$ cat src/rtl/universal_shift_reg.sv
// universal_shift_reg: WIDTH-bit register with clock enable and eight modes
// (hold, load, shift left/right, rotate left/right, clear, invert). A shift
// counter saturating at WIDTH flags a complete serialize/deserialize pass.
module universal_shift_reg #(
  parameter int               WIDTH       = 8,
  parameter logic [WIDTH-1:0] RESET_VALUE = {WIDTH{1'b0}}
) (
  input  logic                       clkIn,
  input  logic                       rstIn,
  input  logic                       enIn,
  input  logic [2:0]                 modeIn,
  input  logic [WIDTH-1:0]           dIn,
  input  logic                       serialIn,
  output logic [WIDTH-1:0]           qOut,
  output logic [WIDTH-1:0]           qNotOut,
  output logic                       serialOut,
  output logic [$clog2(WIDTH+1)-1:0] shiftCntOut,
  output logic                       doneOut
);

  localparam int            CW      = $clog2(WIDTH + 1);
  localparam logic [CW-1:0] CNT_MAX = CW'(WIDTH);

  typedef enum logic [2:0] {
    MODE_HOLD   = 3'b000,
    MODE_LOAD   = 3'b001,
    MODE_SHL    = 3'b010,
    MODE_SHR    = 3'b011,
    MODE_ROL    = 3'b100,
    MODE_ROR    = 3'b101,
    MODE_CLEAR  = 3'b110,
    MODE_INVERT = 3'b111
  } modeT;

  logic [WIDTH-1:0] qReg;
  logic [WIDTH-1:0] qNotReg;
  logic [CW-1:0]    cntReg;
  logic             dirLeft;

  logic [WIDTH-1:0] qNext;
  logic [CW-1:0]    cntNext;
  logic [CW-1:0]    cntInc;
  logic             dirNext;

  // Saturating increment used by every shift/rotate mode.
  always_comb begin
    cntInc = cntReg;
    if (cntReg != CNT_MAX) begin
      cntInc = cntReg + CW'(1);
    end
  end

  // Next-state selection; modeIn is only looked at when enabled, so an
  // undriven mode bus cannot leak X into the register while disabled.
  always_comb begin
    qNext   = qReg;
    cntNext = cntReg;
    dirNext = dirLeft;
    if (enIn) begin
      unique case (modeT'(modeIn))
        MODE_HOLD: begin
        end
        MODE_LOAD: begin
          qNext   = dIn;
          cntNext = '0;
        end
        MODE_SHL: begin
          qNext   = {qReg[WIDTH-2:0], serialIn};
          dirNext = 1'b1;
          cntNext = cntInc;
        end
        MODE_SHR: begin
          qNext   = {serialIn, qReg[WIDTH-1:1]};
          dirNext = 1'b0;
          cntNext = cntInc;
        end
        MODE_ROL: begin
          qNext   = {qReg[WIDTH-2:0], qReg[WIDTH-1]};
          dirNext = 1'b1;
          cntNext = cntInc;
        end
        MODE_ROR: begin
          qNext   = {qReg[0], qReg[WIDTH-1:1]};
          dirNext = 1'b0;
          cntNext = cntInc;
        end
        MODE_CLEAR: begin
          qNext   = RESET_VALUE;
          cntNext = '0;
          dirNext = 1'b1;
        end
        MODE_INVERT: begin
          qNext = ~qReg;
        end
        default: begin
        end
      endcase
    end
  end

  // State register; the complement is stored alongside q so both change together.
  always_ff @(posedge clkIn or negedge rstIn) begin
    if (!rstIn) begin
      qReg    <= RESET_VALUE;
      qNotReg <= ~RESET_VALUE;
      cntReg  <= '0;
      dirLeft <= 1'b1;
    end else begin
      qReg    <= qNext;
      qNotReg <= ~qNext;
      cntReg  <= cntNext;
      dirLeft <= dirNext;
    end
  end

  assign qOut        = qReg;
  assign qNotOut     = qNotReg;
  assign shiftCntOut = cntReg;
  assign serialOut   = dirLeft ? qReg[WIDTH-1] : qReg[0];
  assign doneOut     = (cntReg == CNT_MAX);

endmodule

$ cat config.mk
export PLATFORM = sky130hd
export DESIGN_NAME = universal_shift_reg
export DESIGN_NICKNAME = d
export VERILOG_FILES = /design/src/rtl/universal_shift_reg.sv
export SDC_FILE = /design/constraint.sdc
export NUM_CORES = 1
export LEC_CHECK = 0
export CAP_MARGIN = 10
export CORE_AREA = 3 3 56 58
export CTS_CLUSTER_SIZE = 30
export DETAILED_ROUTE_END_ITERATION = 8
export DIE_AREA = 0 0 59 61
export PLACE_DENSITY = 0.89
export SETUP_SLACK_MARGIN = 0.02
export SLEW_MARGIN = 25
export SYNTH_ARGS = -nofsm -noshare
export SYNTH_HDL_FRONTEND = slang
export SYNTH_SLANG_ARGS = --single-unit
$ cat constraint.sdc
create_clock -name clkIn -period 3.21 [get_ports clkIn]
set_input_delay 0.8025 -clock clkIn [delete_from_list [all_inputs] [get_ports clkIn]]
set_output_delay 0.8025 -clock clkIn [all_outputs]
set_load 0.02 [all_outputs]
==> run summary <==
The run finished with clean final reports. Clock skew: 0.00238 ns. The register bit count reported by yosys is 21, and the distinct cell type count after synthesis is 45. In this design, the stage delay of the slowest critical-path cell is 0.67 ns.

In the final routed layout, each cell accounts on average for 15.7 um. The logs give 0 for the count of hold-fix buffers inserted at cts and 0 ns for the final total negative setup slack. Synthesis produced 141 cells.

Timing would allow up to 0.388 GHz. The signal on the critical path passes through clkdlybuf4s50_1 > inv_1 > ha_1 > o41ai_2 > a21oi_1 > a21o_1. The per-instance average area after synthesis is 9.60 sq um, and the headroom to the max-slew limit is 0.562. The worst hold path belongs to the class in -> async. The placer's final routability congestion estimate is 0.815. The biggest area contributor in the post-synthesis netlist is sky130_fd_sc_hd__dfrtp_1. For the finished layout, the period the worst path requires is 2.58 ns.

The number of rows in the core area was 19; the starting density of the core was 0.500. Fill cells in the final layout number 228. Post-CTS timing repair inserted 0 buffers for setup. The cell leakage power came out at 0.000724 uW. The first global-routing pass estimated 5480 um of wire. In the post-synthesis netlist, the biggest area contributors are sky130_fd_sc_hd__dfrtp_1 22%, sky130_fd_sc_hd__dfstp_2 17%, sky130_fd_sc_hd__a21oi_1 4.8%.

By instance count, the leading cell after synthesis is sky130_fd_sc_hd__a21oi_1. The run gives 0 as the count of nets left with antenna violations after detail routing. The number of cells in the finished layout apart from fillers came out at 208.

The worst-margin pin slew was 0.650 ns; the share of flip-flops with an asynchronous set or reset was 1.00. The die boundary width was 59 um; the portion of the clock cycle consumed by the worst path in the final layout was 0.803. The number of vias after detailed routing came out at 1212. The worst setup path is launched from an input port. STA puts the critical path data required time at 3.46 ns.

Once detailed placement completed, the half-perimeter wirelength came to 2490 um. The sequential fraction of the synthesis area is 0.396, and the count of antenna diodes in the layout is 0. The TritonCTS buffer count is 3, and the portion of synthesized cell area occupied by the leading cell type is 0.222. The area growth from synthesis to layout is 28.0%.

For the total clock sinks, the log shows 21. Ranked by instance count, the synthesized netlist is headed by 13 x sky130_fd_sc_hd__a21oi_1, 12 x sky130_fd_sc_hd__dfrtp_1, 10 x sky130_fd_sc_hd__nor2_1. The tools report the post-synthesis net count as 161.

Setup violations remaining at the end of the flow were counted as 0. The worst register-to-register path ends at shiftCntOut[0]. The per-cell via count in the routed design was 5.83. Category of cells accounting for the largest share of critical-path delay: compound AO/OA/AOI/OAI gates. By startpoint and endpoint, the worst setup path is classified as in -> reg. During synthesis, Yosys emitted a total of 0 warnings. After detailed routing, the number of remaining DRC violations is 0.

In this run, placement finished with an instance count of 204. The floorplan step defined a die boundary enclosing 3600 sq um. The global routing usage summed across all routing layers is 0.199, and the arrival time of data at the critical path endpoint is 2.83 ns. For this block, the initial DRC count from the detailed router was 64.

For the number of max-capacitance violations reported, the log shows 0. Most frequently used flop master after synthesis: sky130_fd_sc_hd__dfrtp_1. The tools report the kind of capture point of the worst setup path as a register. The synthesized design contains 0 enable-type register cells. The number of cells on the worst reg-to-reg path is 6. The worst path buffer plus inverter count is 2, and the global-route congestion overflow total is 0.

Counting along the longest clock path gives a buffer depth of 2. The tools report the final count of pins violating max slew as 0. Setup repair after global routing left no endpoint under its margin. The first TritonRoute pass finished after 4 iterations. For this design the top-level I/O count stands at 37.

The number of nets in the layout was 198. Post-CTS repair changed the size of 0 cells. The highest fanout seen on the critical path was 6. The number of global-route vias before repair came out at 1203. The reg-to-reg setup timing slack came out at 1.63 ns. The final-report hold violation count is 0.

The routed design has 3270 um of wire. Ratio of total power to cell area: 557 nW/um^2. The slowest stage of the critical path belongs to the cell sky130_fd_sc_hd__o41ai_2. The core region is 2710 sq um. In this run the cell area of the synthesized design comes to 1350 sq um. Entering global routing, the biggest net connects 22 pins.

The y dimension of the die is 61 um, and the worst-case vdd ir drop is 0.397 mV. In this run the tool buffered the top-level ports with 36 buffer cells. The later pin in the worst-skew pair is clocked with a latency of 0.31 ns. For the H-tree level count, the log shows 1.

TritonCTS built the clock tree. Clock tree root driver cell: sky130_fd_sc_hd__clkbuf_4. The startpoint identified for the worst register-to-register timing path is shiftCntOut[0]. Share of layout cells above drive strength 1: 0.175.

Clock-pin slew was measured on the worst setup and hold paths at 0.13 ns. The number of antenna violations at the first check in global routing came out at 0.
## cell usage in the layout, fill, tap and decap left out, types with 2 or more instances in the layout
master | synthesis | layout
sky130_fd_sc_hd__nor2_2 | 4 | 4
sky130_fd_sc_hd__buf_4 | 1 | 4
sky130_fd_sc_hd__clkbuf_4 | 0 | 3
sky130_fd_sc_hd__o21ai_0 | 7 | 7
sky130_fd_sc_hd__inv_1 | 8 | 8
sky130_fd_sc_hd__nor2_1 | 10 | 10
sky130_fd_sc_hd__a31o_1 | 2 | 2
sky130_fd_sc_hd__nor2b_1 | 5 | 5
sky130_fd_sc_hd__a211oi_1 | 2 | 2
sky130_fd_sc_hd__a21o_1 | 6 | 6
sky130_fd_sc_hd__and2_1 | 4 | 4
sky130_fd_sc_hd__nand3_1 | 3 | 3
sky130_fd_sc_hd__o311ai_1 | 3 | 3
sky130_fd_sc_hd__o22ai_1 | 4 | 4
sky130_fd_sc_hd__a21oi_1 | 13 | 13
sky130_fd_sc_hd__ha_1 | 5 | 5
sky130_fd_sc_hd__clkdlybuf4s50_1 | 0 | 35
sky130_fd_sc_hd__a31oi_1 | 2 | 2
sky130_fd_sc_hd__o211ai_1 | 2 | 2
sky130_fd_sc_hd__dfstp_2 | 9 | 9
sky130_fd_sc_hd__nand2b_1 | 5 | 5
sky130_fd_sc_hd__dfrtp_1 | 12 | 12
sky130_fd_sc_hd__nand2_1 | 6 | 6
## power breakdown
group / leakage, uW / internal (uW) / switching (uW)
logic: 0.000468 / 208 / 224
clock network: 0.0000177 / 46.5 / 86.0
registers: 0.000238 / 341 / 57.9
total: 0.000724 / 596 / 368
## cells by family after synthesis
logic type	synth area share
adder cells (fa/ha/maj)	0.0462
AO/OA/AOI/OAI	0.273
XOR/XNOR	0.0120
flip-flops	0.396
buffers and inverters	0.0785
multiplexers	0.0157
AND/OR/NAND/NOR	0.178
## layer usage
metal | GRT usage | part of all wire | wire length [um] | vias up
met3 | 0.0426 | 0.077 | 252 | 9
met5 | 0 | 0 | 0 | -
met4 | 0.0615 | 0.013 | 42 | 0
met1 | 0.252 | 0.40 | 1300 | 559
li1 | - | - | - | 579
met2 | 0.339 | 0.51 | 1680 | 65
## layout make-up
class	count	area (sq um)	share of cell area
Multi-Input combinational cell	103	711	0.410
Sequential cell	21	537	0.310
Timing Repair Buffer	40	385	0.222
Tap cell	31	38.8	0.0224
Inverter	9	33.8	0.0195
Clock buffer	3	22.5	0.0130
Clock inverter	1	5.00	0.00289
## worst max-delay path by stage
stage                   startpoint        endpoint  cells after the start
floorplan                modeIn[2]        register                      7
CTS                 shiftCntOut[0]         doneOut                      5
finish                   modeIn[1]      qNotOut[4]                      6
global placement         modeIn[1]      qNotOut[2]                      6
global route             modeIn[1]  shiftCntOut[0]                      6
detailed placement       modeIn[1]      qNotOut[4]                      6
## metrics by stage
step	worst slack [ns]	utilization	hold WS (ns)	instance area, sq um	total power, uW
6_report	0.634	0.639	0.427	1730	964
5_1_grt	0.500	0.639	0.448	1730	1030
4_1_cts	0.619	0.641	0.587	1740	972
3_5_place_dp	0.314	0.631	0.567	1710	838
3_3_place_gp	0.374	0.631	0.539	1710	821
2_1_floorplan	1.00	-	0.507	1350	644
## worst register-to-register path, cell delays in order, from the launching register on
cell and delay (ns):
sky130_fd_sc_hd__dfrtp_1 0.43, sky130_fd_sc_hd__inv_1 0.11, sky130_fd_sc_hd__ha_1 0.15, sky130_fd_sc_hd__nand2_1 0.07, sky130_fd_sc_hd__o31ai_1 0.37, sky130_fd_sc_hd__nand2b_1 0.24, sky130_fd_sc_hd__o22ai_1 0.10
Power figures use the tool's default switching activity.
